## src/rtl/ysyx_22040895_lsu_if.sv

```systemverilog
// Execute-side, data-bus and writeback-side signals of the LSU, bundled with
// modports: slave is the LSU view, master is the surrounding pipeline/memory view.
interface ysyx_22040895_lsu_if #(
  parameter int ADDR_W = 64
);
  logic              in_valid_i_lsu;
  logic              in_ready_o_lsu;
  logic [ADDR_W-1:0] addr_i_lsu;
  logic [63:0]       wdata_i_lsu;
  logic [1:0]        sl_i_lsu;
  logic [2:0]        funct3_i_lsu;
  logic              mem_req_o_lsu;
  logic              mem_we_o_lsu;
  logic [ADDR_W-1:0] mem_addr_o_lsu;
  logic [63:0]       mem_wdata_o_lsu;
  logic [7:0]        mem_wmask_o_lsu;
  logic              mem_gnt_i_lsu;
  logic              mem_rvalid_i_lsu;
  logic [63:0]       mem_rdata_i_lsu;
  logic              out_valid_o_lsu;
  logic              out_ready_i_lsu;
  logic [63:0]       result_o_lsu;
  logic [1:0]        fault_o_lsu;
  logic              busy_o_lsu;

  modport slave (
    input  in_valid_i_lsu, addr_i_lsu, wdata_i_lsu, sl_i_lsu, funct3_i_lsu,
           mem_gnt_i_lsu, mem_rvalid_i_lsu, mem_rdata_i_lsu, out_ready_i_lsu,
    output in_ready_o_lsu, mem_req_o_lsu, mem_we_o_lsu, mem_addr_o_lsu,
           mem_wdata_o_lsu, mem_wmask_o_lsu, out_valid_o_lsu, result_o_lsu,
           fault_o_lsu, busy_o_lsu
  );

  modport master (
    output in_valid_i_lsu, addr_i_lsu, wdata_i_lsu, sl_i_lsu, funct3_i_lsu,
           mem_gnt_i_lsu, mem_rvalid_i_lsu, mem_rdata_i_lsu, out_ready_i_lsu,
    input  in_ready_o_lsu, mem_req_o_lsu, mem_we_o_lsu, mem_addr_o_lsu,
           mem_wdata_o_lsu, mem_wmask_o_lsu, out_valid_o_lsu, result_o_lsu,
           fault_o_lsu, busy_o_lsu
  );
endinterface

```

## src/rtl/ysyx_22040895_lsu.sv

```systemverilog
// Load/store unit: one req/gnt/rvalid transaction at a time, 1-cycle pass-through, optional watchdog (YSYX_22040895_LSU_TIMEOUT_EN).
// Latency 1 cycle for non-memory ops, 1 + bus for memory ops; in_ready drops while busy or while the output entry is held.
module ysyx_22040895_lsu #(
  parameter int ADDR_W         = 64,
  parameter int TIMEOUT_CYCLES = 256
) (
  input logic                 clk,
  input logic                 rst_n,
  ysyx_22040895_lsu_if.slave  bus
);

  typedef enum logic [1:0] {
    IDLE   = 2'd0,
    REQ    = 2'd1,
    WAIT_R = 2'd2
  } state_t;

  localparam logic [1:0] FLT_OK  = 2'b00;
  localparam logic [1:0] FLT_MIS = 2'b01;
  localparam logic [1:0] FLT_ILL = 2'b10;
  localparam logic [1:0] FLT_TMO = 2'b11;

  if (TIMEOUT_CYCLES < 2) begin : g_bad_timeout
    $error("TIMEOUT_CYCLES must be at least 2");
  end

  state_t            r_state;
  state_t            w_state_nxt;
  logic [ADDR_W-1:0] r_addr;
  logic [2:0]        r_funct3;
  logic              r_we;
  logic [63:0]       r_wdata;
  logic [7:0]        r_wmask;
  logic              r_out_vld;
  logic [63:0]       r_result;
  logic [1:0]        r_fault;

  logic        w_in_rdy;
  logic        w_accept;
  logic        w_is_ld;
  logic        w_is_st;
  logic        w_illegal;
  logic        w_misal;
  logic [2:0]  w_byte_off;
  logic [7:0]  w_base_mask;
  logic [7:0]  w_st_mask;
  logic [63:0] w_st_data;
  logic [63:0] w_ld_shift;
  logic [63:0] w_ld_ext;
  logic        w_tmo;
  logic        w_latch;
  logic        w_out_load;
  logic [63:0] w_out_result;
  logic [1:0]  w_out_fault;

  // Memory ops are only accepted with the output entry free (or draining now),
  // so their completion can always load it without a stall.
  assign w_in_rdy   = rst_n & (r_state == IDLE) & (~r_out_vld | bus.out_ready_i_lsu);
  assign w_accept   = bus.in_valid_i_lsu & w_in_rdy;
  assign w_is_ld    = (bus.sl_i_lsu == 2'b01);
  assign w_is_st    = (bus.sl_i_lsu == 2'b10);
  assign w_illegal  = (w_is_ld & (bus.funct3_i_lsu == 3'b111)) | (w_is_st & bus.funct3_i_lsu[2]);
  assign w_byte_off = bus.addr_i_lsu[2:0];
  assign w_st_mask  = w_base_mask << w_byte_off;
  assign w_st_data  = bus.wdata_i_lsu << {w_byte_off, 3'b000};
  assign w_ld_shift = bus.mem_rdata_i_lsu >> {r_addr[2:0], 3'b000};

  always_comb begin
    w_misal     = 1'b0;
    w_base_mask = 8'h01;
    case (bus.funct3_i_lsu[1:0])
      2'b00: begin w_misal = 1'b0;                    w_base_mask = 8'h01; end
      2'b01: begin w_misal = w_byte_off[0];           w_base_mask = 8'h03; end
      2'b10: begin w_misal = |w_byte_off[1:0];        w_base_mask = 8'h0F; end
      default: begin w_misal = |w_byte_off;           w_base_mask = 8'hFF; end
    endcase
  end

  always_comb begin
    w_ld_ext = '0;
    case (r_funct3)
      3'b000:  w_ld_ext = {{56{w_ld_shift[7]}},  w_ld_shift[7:0]};
      3'b001:  w_ld_ext = {{48{w_ld_shift[15]}}, w_ld_shift[15:0]};
      3'b010:  w_ld_ext = {{32{w_ld_shift[31]}}, w_ld_shift[31:0]};
      3'b011:  w_ld_ext = w_ld_shift;
      3'b100:  w_ld_ext = {56'd0, w_ld_shift[7:0]};
      3'b101:  w_ld_ext = {48'd0, w_ld_shift[15:0]};
      3'b110:  w_ld_ext = {32'd0, w_ld_shift[31:0]};
      default: w_ld_ext = '0;
    endcase
  end

`ifdef YSYX_22040895_LSU_TIMEOUT_EN
  localparam int CNT_W = $clog2(TIMEOUT_CYCLES) + 1;
  logic [CNT_W-1:0] r_tmo_cnt;

  always_ff @(posedge clk or negedge rst_n) begin
    if (!rst_n) begin
      r_tmo_cnt <= '0;
    end else if (w_latch) begin
      r_tmo_cnt <= '0;
    end else if (r_state != IDLE) begin
      r_tmo_cnt <= r_tmo_cnt + CNT_W'(1);
    end
  end

  assign w_tmo = (r_tmo_cnt == CNT_W'(TIMEOUT_CYCLES - 1));
`else
  assign w_tmo = 1'b0;
`endif

  always_comb begin
    w_state_nxt  = r_state;
    w_latch      = 1'b0;
    w_out_load   = 1'b0;
    w_out_result = '0;
    w_out_fault  = FLT_OK;
    case (r_state)
      IDLE: begin
        if (w_accept) begin
          w_out_load = 1'b1;
          if (!w_is_ld && !w_is_st) begin
            w_out_result = 64'(bus.addr_i_lsu);
          end else if (w_illegal) begin
            w_out_fault = FLT_ILL;
          end else if (w_misal) begin
            w_out_fault = FLT_MIS;
          end else begin
            w_out_load  = 1'b0;
            w_latch     = 1'b1;
            w_state_nxt = REQ;
          end
        end
      end
      REQ: begin
        if (bus.mem_gnt_i_lsu && r_we) begin
          w_out_load  = 1'b1;
          w_state_nxt = IDLE;
        end else if (w_tmo) begin
          w_out_load  = 1'b1;
          w_out_fault = FLT_TMO;
          w_state_nxt = IDLE;
        end else if (bus.mem_gnt_i_lsu) begin
          w_state_nxt = WAIT_R;
        end
      end
      WAIT_R: begin
        if (bus.mem_rvalid_i_lsu) begin
          w_out_load   = 1'b1;
          w_out_result = w_ld_ext;
          w_state_nxt  = IDLE;
        end else if (w_tmo) begin
          w_out_load  = 1'b1;
          w_out_fault = FLT_TMO;
          w_state_nxt = IDLE;
        end
      end
      default: w_state_nxt = IDLE;
    endcase
  end

  always_ff @(posedge clk or negedge rst_n) begin
    if (!rst_n) begin
      r_state  <= IDLE;
      r_addr   <= '0;
      r_funct3 <= '0;
      r_we     <= 1'b0;
      r_wdata  <= '0;
      r_wmask  <= '0;
    end else begin
      r_state <= w_state_nxt;
      if (w_latch) begin
        r_addr   <= bus.addr_i_lsu;
        r_funct3 <= bus.funct3_i_lsu;
        r_we     <= w_is_st;
        r_wdata  <= w_is_st ? w_st_data : 64'd0;
        r_wmask  <= w_is_st ? w_st_mask : 8'd0;
      end
    end
  end

  always_ff @(posedge clk or negedge rst_n) begin
    if (!rst_n) begin
      r_out_vld <= 1'b0;
      r_result  <= '0;
      r_fault   <= FLT_OK;
    end else if (w_out_load) begin
      r_out_vld <= 1'b1;
      r_result  <= w_out_result;
      r_fault   <= w_out_fault;
    end else if (bus.out_ready_i_lsu) begin
      r_out_vld <= 1'b0;
      r_result  <= '0;
      r_fault   <= FLT_OK;
    end
  end

  assign bus.in_ready_o_lsu  = w_in_rdy;
  assign bus.mem_req_o_lsu   = (r_state == REQ);
  assign bus.mem_we_o_lsu    = r_we;
  assign bus.mem_addr_o_lsu  = {r_addr[ADDR_W-1:3], 3'b000};
  assign bus.mem_wdata_o_lsu = r_wdata;
  assign bus.mem_wmask_o_lsu = r_wmask;
  assign bus.out_valid_o_lsu = r_out_vld;
  assign bus.result_o_lsu    = r_result;
  assign bus.fault_o_lsu     = r_fault;
  assign bus.busy_o_lsu      = (r_state != IDLE);

endmodule

```

## src/flat_wrapper.sv

```systemverilog
// flat-port wrapper written by rule: the top's interface ports become plain ports
module ysyx_22040895_lsu_flat 
#(
  parameter int ADDR_W         = 64,
  parameter int TIMEOUT_CYCLES = 256
)
  (clk, rst_n, bus_in_valid_i_lsu, bus_addr_i_lsu, bus_wdata_i_lsu, bus_sl_i_lsu, bus_funct3_i_lsu, bus_mem_gnt_i_lsu, bus_mem_rvalid_i_lsu, bus_mem_rdata_i_lsu, bus_out_ready_i_lsu, bus_in_ready_o_lsu, bus_mem_req_o_lsu, bus_mem_we_o_lsu, bus_mem_addr_o_lsu, bus_mem_wdata_o_lsu, bus_mem_wmask_o_lsu, bus_out_valid_o_lsu, bus_result_o_lsu, bus_fault_o_lsu, bus_busy_o_lsu);
  ysyx_22040895_lsu_if #(.ADDR_W(ADDR_W)) bus_i ();
  input logic clk;
  input logic rst_n;
  input wire logic [$bits(bus_i.in_valid_i_lsu)-1:0] bus_in_valid_i_lsu;
  input wire logic [$bits(bus_i.addr_i_lsu)-1:0] bus_addr_i_lsu;
  input wire logic [$bits(bus_i.wdata_i_lsu)-1:0] bus_wdata_i_lsu;
  input wire logic [$bits(bus_i.sl_i_lsu)-1:0] bus_sl_i_lsu;
  input wire logic [$bits(bus_i.funct3_i_lsu)-1:0] bus_funct3_i_lsu;
  input wire logic [$bits(bus_i.mem_gnt_i_lsu)-1:0] bus_mem_gnt_i_lsu;
  input wire logic [$bits(bus_i.mem_rvalid_i_lsu)-1:0] bus_mem_rvalid_i_lsu;
  input wire logic [$bits(bus_i.mem_rdata_i_lsu)-1:0] bus_mem_rdata_i_lsu;
  input wire logic [$bits(bus_i.out_ready_i_lsu)-1:0] bus_out_ready_i_lsu;
  output wire logic [$bits(bus_i.in_ready_o_lsu)-1:0] bus_in_ready_o_lsu;
  output wire logic [$bits(bus_i.mem_req_o_lsu)-1:0] bus_mem_req_o_lsu;
  output wire logic [$bits(bus_i.mem_we_o_lsu)-1:0] bus_mem_we_o_lsu;
  output wire logic [$bits(bus_i.mem_addr_o_lsu)-1:0] bus_mem_addr_o_lsu;
  output wire logic [$bits(bus_i.mem_wdata_o_lsu)-1:0] bus_mem_wdata_o_lsu;
  output wire logic [$bits(bus_i.mem_wmask_o_lsu)-1:0] bus_mem_wmask_o_lsu;
  output wire logic [$bits(bus_i.out_valid_o_lsu)-1:0] bus_out_valid_o_lsu;
  output wire logic [$bits(bus_i.result_o_lsu)-1:0] bus_result_o_lsu;
  output wire logic [$bits(bus_i.fault_o_lsu)-1:0] bus_fault_o_lsu;
  output wire logic [$bits(bus_i.busy_o_lsu)-1:0] bus_busy_o_lsu;
  assign bus_i.in_valid_i_lsu = bus_in_valid_i_lsu;
  assign bus_i.addr_i_lsu = bus_addr_i_lsu;
  assign bus_i.wdata_i_lsu = bus_wdata_i_lsu;
  assign bus_i.sl_i_lsu = bus_sl_i_lsu;
  assign bus_i.funct3_i_lsu = bus_funct3_i_lsu;
  assign bus_i.mem_gnt_i_lsu = bus_mem_gnt_i_lsu;
  assign bus_i.mem_rvalid_i_lsu = bus_mem_rvalid_i_lsu;
  assign bus_i.mem_rdata_i_lsu = bus_mem_rdata_i_lsu;
  assign bus_i.out_ready_i_lsu = bus_out_ready_i_lsu;
  assign bus_in_ready_o_lsu = bus_i.in_ready_o_lsu;
  assign bus_mem_req_o_lsu = bus_i.mem_req_o_lsu;
  assign bus_mem_we_o_lsu = bus_i.mem_we_o_lsu;
  assign bus_mem_addr_o_lsu = bus_i.mem_addr_o_lsu;
  assign bus_mem_wdata_o_lsu = bus_i.mem_wdata_o_lsu;
  assign bus_mem_wmask_o_lsu = bus_i.mem_wmask_o_lsu;
  assign bus_out_valid_o_lsu = bus_i.out_valid_o_lsu;
  assign bus_result_o_lsu = bus_i.result_o_lsu;
  assign bus_fault_o_lsu = bus_i.fault_o_lsu;
  assign bus_busy_o_lsu = bus_i.busy_o_lsu;
  ysyx_22040895_lsu #(.ADDR_W(ADDR_W), .TIMEOUT_CYCLES(TIMEOUT_CYCLES)) u_core (.clk(clk), .rst_n(rst_n), .bus(bus_i));
endmodule
```

## config.mk

```make
export PLATFORM = sky130hd
export DESIGN_NAME = ysyx_22040895_lsu_flat
export DESIGN_NICKNAME = d
export VERILOG_FILES = /design/src/rtl/ysyx_22040895_lsu_if.sv /design/src/rtl/ysyx_22040895_lsu.sv /design/src/flat_wrapper.sv
export SDC_FILE = /design/constraint.sdc
export NUM_CORES = 1
export LEC_CHECK = 0
export BUFFER_PORTS_ARGS = -buffer_cell sky130_fd_sc_hd__buf_2
export CAP_MARGIN = 15
export CORE_ASPECT_RATIO = 0.5
export CORE_MARGIN = 2
export CORE_UTILIZATION = 55
export CTS_CLUSTER_SIZE = 24
export DETAILED_ROUTE_END_ITERATION = 6
export GPL_TIMING_DRIVEN = 1
export PLACE_DENSITY = 0.93
export SKIP_LAST_GASP = 1
export SYNTH_ARGS = -nofsm -noshare
export SYNTH_HDL_FRONTEND = slang
export SYNTH_SLANG_ARGS = --single-unit
```

## constraint.sdc

```tcl
create_clock -name clk -period 6.75 [get_ports clk]
set_input_delay 1.35 -clock clk [delete_from_list [all_inputs] [get_ports clk]]
set_output_delay 1.35 -clock clk [all_outputs]
set_load 0.02 [all_outputs]
```

==> reports/results.ini, run 1 <==
[global_route]
met1_usage=0.4496
antenna_found_initial=8
grt_pass1_vias=11219
grt_max_degree=87
grt-ovfl-total=0
grt_pass1_wl_um=63610
grt_use_met3=0.08201
top_usage_layer=met2
grt_usage=0.3537
grtUsageMet2=0.5907

[floorplanning]
die_width_um=214.0
ioPinCount=410
initial_core_util=0.5604
die_h_um=109.0
core_sq_um=21630
num_rows=38
design.die.area_sq_um=23320

[sta]
post-route-min-period_ps=3654
fin_skew_ps=17.63
fin_crit_sh=0.5413
finalMaxSlewViolations=0
maxSlewHeadroom=0.2717
tightest_slew_ps=1093
rsz0062_at_grt=false
holdWs_ps=470.4
setup_viol=0
hold_viol=0
final.setup.tns_ps=0
timing.fmax_mhz=273.7

[logic_synthesis]
yosysMostFrequentCell=nand2_1
yosys_register_bits=209
yosys.area.top_type=dfrtp_1
avgSynthCellArea_sq_um=9.341
async_reset_ff_frac=1.000
synth_top_area_frac=0.4314
ys_warn_count=0
syn_inst=1298
yosysSeqAreaShare=0.4314
yosys-top-cells-area=dfrtp_1 43%, nand2_1 8.9%, mux2i_1 8.2%
synth_commonest_cells=288 x nand2_1, 209 x dfrtp_1, 99 x mux2i_1, 67 x clkbuf_1
netlist-cell-type-count=58
synth_ff_type=dfrtp_1
netlist_area_sq_um=12120
synth_edf_count=0

[clock_network]
htree_levels=1
cts-root-buf=clkbuf_16
cts_tree=done
clock_latency_ps=520
cts-resized-gates=0
path_clk_slew_ps=70
cts_buffers=20
clock_sinks=209
cts_hold_buf=0
clock_path_buffers=3
cts_setup_buffers=0

[critical_path]
r2r_end=u_core.bus.result_o_lsu[53]
crit_fanout=70
crit_type=in2reg
cp_data_required_time_ps=7170
startpoint_type=input port
r2r-start=u_core.r_addr[1]
cp.arrival_ps=4070
regToRegSetupSlack_ps=3310
end_kind=register
r2r.worst_path.cells=5

[route]
ant_nets=0
drt_iter0_markers=1418
drc=0
totalWireLength_um=42880
drt-pass1-iter-count=6
wire_per_inst_um=22.65
vias_per_cell=6.233
via_count=11799

[final_layout]
final_util=0.6655
finalInstanceArea_sq_um=14400
nNetsFinal=1782
drive_gt1_frac=0.3113
nFillCells=1714
syn2layout_area_growth_pct=18.75

[status]
status=complete, no violations

[hold_path]
hold_start=u_core.r_addr[11]
whs_endpoint=u_core.r_addr[11]
hold_path.class=reg2reg
holdPathStages=2

[power_and_ir_drop]
leakagePower_nw=7.908
irDropWorstVdd_uv=183.3
cellPowerDensity_nw_per_um2=310.7
total_power_mw=4.473

[job]
drv_cap=0

[placed_design]
port-buffer-count=406
gp_congestion=0.9303
place_area_sq_um=13740
hpwl_um=31150

per-layer routing:
metal	routed length (um)	share of wire
met3	4252	0.099
met4	1937	0.045
met2	20380	0.48
met5	35	0.00082
met1	16270	0.38
cell type report:
cell class	count	area [sq um]	share of cell area
well taps	300	375.4	0.02607
repair buffers	422	2205	0.1531
multi-input cells	900	5892	0.4092
diodes	6	15.01	0.001043
flip-flops and latches	209	5235	0.3636
inverters	24	90.09	0.006257
clock inverters	4	35.03	0.002433
clock buffers	28	550.5	0.03824
cells by family after synthesis:
group                      Yosys count  synth area share
DFF                                209            0.4314
AOI/OAI and AO/OA                  326            0.1937
buffers and inverters              191           0.08483
other                                1         0.0003093
adders and majority gates            2          0.002064
muxes                              133            0.1365
and+or+nand+nor                    436            0.1512
worst max-delay path: stages:
cell and delay, ps:
buf_2 70, buf_4 610, a211oi_1 130, o22ai_1 370
or3_4 530, buf_4 670, nand2_1 130, o21ai_0 130
metrics by stage:
stage,setup WS (ps),cells
3_5_place_dp,2597,1853
4_1_cts,3156,1885
6_report,3096,1893
3_3_place_gp,2721,1853
2_1_floorplan,3627,1300
5_1_grt,2914,1890
sequential cells by signal, summed over array words and instances, names as in the netlist:
signal / flops
u_core.bus.mem_wdata_o_lsu: 64
u_core.bus.result_o_lsu: 64
u_core.r_addr: 64
u_core.bus.mem_wmask_o_lsu: 8
u_core.r_funct3: 3
u_core.bus.fault_o_lsu: 2
u_core.r_state: 2
u_core.bus.mem_we_o_lsu: 1
u_core.bus.out_valid_o_lsu: 1
power breakdown:
| part | switching [mW] | internal [mW] | total, mW |
|---|---|---|---|
| registers | 0.240 | 1.50 | 1.74 |
| clock network | 0.501 | 0.570 | 1.07 |
| logic | 1.05 | 0.609 | 1.66 |
worst max path at each step:
| stage | startpoint | to | slack [ps] |
|---|---|---|---|
| 2_1_floorplan | bus_out_ready_i_lsu | bus_in_ready_o_lsu | 3630 |
| 3_3_place_gp | bus_addr_i_lsu[1] | u_core.bus.mem_wmask_o_lsu[2] | 2720 |
| 3_5_place_dp | bus_addr_i_lsu[1] | u_core.bus.mem_wmask_o_lsu[2] | 2600 |
| 4_1_cts | bus_addr_i_lsu[1] | u_core.bus.mem_wmask_o_lsu[2] | 3160 |
| 5_1_grt | bus_addr_i_lsu[1] | u_core.r_addr[38] | 2910 |
| 6_report | bus_addr_i_lsu[1] | u_core.bus.mem_wdata_o_lsu[49] | 3100 |
cell usage in the layout (no fill, tap or decap), drive strengths merged, types with 20 or more instances in the layout:
master,instances
nor2,63
nand3,20
a211o,41
mux2i,99
mux4,25
inv,23
a22o,37
dfrtp,209
o22ai,22
clkbuf,28
buf,422
o21ai,65
a21oi,55
nand2,289
(Power assumes the default switching activity.)
==> run 2, diff against run 1 <==
CORE_UTILIZATION = 46   (was 55)
PLACE_DENSITY = 0.84   (was 0.93)
clock period = 3.02 ns   (was 6.75 ns; I/O delays follow)
==> reports/results.ini, run 2 (same netlist as run 1, synthesis figures left out) <==
[clock_network]
clock_latency_ps=520  ; about the same
clock_sinks=209  ; unchanged
cts-root-buf=clkbuf_16  ; unchanged
htree_levels=1  ; unchanged
cts_setup_buffers=0  ; unchanged
cts_buffers=21  ; was 20
clock_path_buffers=3  ; unchanged
cts_tree=done  ; unchanged
path_clk_slew_ps=70  ; about the same

[global_route]
grt-ovfl-total=0  ; unchanged
grt_usage=0.3150  ; was 0.3537
antenna_found_initial=3  ; was 8
grt_max_degree=89  ; was 87
grt_pass1_wl_um=67290  ; was 63,610 um
grt_pass1_vias=11238  ; was 11,219

[final_layout]
regArea_sq_um=5235  ; unchanged
drive_gt1_frac=0.3234  ; was 0.3113
nNetsFinal=1804  ; was 1,782
multi_input_area_sq_um=5892  ; unchanged
final_common_cell=buf_2  ; unchanged
nFillCells=2314  ; was 1,714
most-common-layout-cells=404 x buf_2, 288 x nand2_1, 207 x dfrtp_1, 99 x mux2i_1, 65 x o21ai_0  ; unchanged
syn2layout_area_growth_pct=21.71  ; was 18.75%

[job]
drv_cap=0  ; unchanged

[sta]
rsz0062_at_grt=false  ; unchanged
setup_viol=0  ; unchanged
fin_crit_sh=0.9095
hold_viol=0  ; unchanged
timing.fmax_mhz=364.1
finalMaxSlewViolations=0  ; unchanged
setup_slack_ps=273.3  ; was 3096 ps
post-route-min-period_ps=2747
tightest_slew_ps=1054  ; was 1093 ps
maxSlewHeadroom=0.2937  ; was 0.2717
final.setup.tns_ps=0  ; unchanged
fin_skew_ps=10.84  ; was 17.63 ps

[critical_path]
startpoint_type=register  ; was input port
end_kind=register  ; unchanged
cp.arrival_ps=3200  ; was 4070 ps
crit_fanout=52  ; was 70
cp_data_required_time_ps=3480  ; was 7170 ps
crit_type=reg2reg  ; was in2reg

[status]
status=complete, no violations  ; unchanged

[power_and_ir_drop]
pwr-share-seq=0.359  ; was 0.389
irDropWorstVdd_uv=332.0  ; was 183.3 uV
combPwrFrac=0.382  ; was 0.372
internal_power_mw=6.269  ; was 2.678 mW
clkPwrFrac=0.259  ; was 0.239
p_sw_mw=4.137  ; was 1.795 mW
switching_share=0.3976  ; was 0.4014
cellPowerDensity_nw_per_um2=705.1  ; was 310.7 nW/um^2
leakagePower_nw=8.074  ; was 7.908 nW

[floorplanning]
design.die.area_sq_um=27750  ; was 23,320 sq um
initial_core_util=0.4746  ; was 0.5604
die_h_um=118.8  ; was 109.0 um
die_width_um=233.6  ; was 214.0 um
ioPinCount=410  ; unchanged
core_sq_um=25550  ; was 21,630 sq um
num_rows=41  ; was 38

[route]
vias_per_cell=5.944  ; was 6.233
totalWireLength_um=44610  ; was 42,880 um
ant_nets=0  ; unchanged
drt_iter0_markers=1112  ; was 1,418
drc=0  ; unchanged
wire_per_inst_um=22.73  ; was 22.65 um
drt-pass1-iter-count=6  ; unchanged
via_count=11662  ; was 11,799

[placed_design]
gp_congestion=0.9470  ; was 0.9303
port-buffer-count=406  ; unchanged
place_ws_ps=302.4  ; was 2597 ps
hpwl_um=32710  ; was 31,150 um

[hold_path]
hold_path.class=in2reg  ; was reg2reg

==> run 2: what timing repair did <==
item | in CTS | in global routing
hold buffers | 1 | 0
hold endpoints to repair | 7 | 0
resized for setup | 0 | 0
==> run 2: metal layers <==
| metal | up-vias | GRT usage | routed length (um) |
|---|---|---|---|
| met5 | - | 0 | 13 |
| met2 | 696 | 0.5091 | 20710 |
| met1 | 5675 | 0.4105 | 17570 |
| met4 | 2 | 0.1290 | 2072 |
| li1 | 5165 | - | - |
| met3 | 124 | 0.06829 | 4241 |
==> run 2: cell type report <==
| cell class | count | share of cell area |
|---|---|---|
| sequential | 209 | 0.3548 |
| clock buffer | 30 | 0.04129 |
| inverter | 24 | 0.006105 |
| clock inverter | 8 | 0.005257 |
| multi-input combinational | 900 | 0.3993 |
| tap | 344 | 0.02917 |
| timing repair buffer | 443 | 0.1635 |
| antenna | 4 | 0.0006783 |
==> run 2: critical path, cell delays in order, from the launching register on <==
cell,delay [ps]
dfrtp_4,470
buf_4,570
o21ai_0,460
o211ai_4,960
a2111o_1,210
==> run 2: stage by stage <==
stage / hold slack [ps] / instance area, sq um / std cells / total power [mW] / utilization
6_report: 296.3 / 14760 / 1962 / 10.41 / 0.5776
3_5_place_dp: 413.1 / 14030 / 1918 / 7.678 / 0.5492
4_1_cts: 276.2 / 14730 / 1957 / 10.38 / 0.5765
3_3_place_gp: 410.0 / 14030 / 1918 / 7.609 / 0.5492
5_1_grt: 281.3 / 14750 / 1960 / 10.92 / 0.5774
2_1_floorplan: 308.4 / 12130 / 1300 / 6.633 / -
==> run 2: power groups by stage <==
stage                     Sequential, mW  Clock, mW  Combinational, mW
after floorplan                     3.92          0               2.71
after global placement              3.75          0               3.86
after detailed placement            3.76          0               3.92
after CTS                           3.72       2.73               3.92
after global routing                3.80       2.86               4.26
final                               3.73       2.70               3.98
==> run 2: worst paths after layout <==
path | start | endpoint | slack (ps) | cells after the start
hold / removal | bus_addr_i_lsu[61] | u_core.r_addr[61] | 300 | 3
hold reg to reg | u_core.bus.mem_wdata_o_lsu[27] | u_core.bus.mem_wdata_o_lsu[27] | 470 | 2
max in group asynchronous | rst_n | u_core.r_addr[1] | 1410 | 3
min in group asynchronous | rst_n | u_core.r_addr[7] | 470 | 2
setup / recovery | u_core.r_addr[1] | u_core.bus.result_o_lsu[48] | 270 | 4
setup reg to reg | u_core.r_addr[1] | u_core.bus.result_o_lsu[48] | 270 | 4
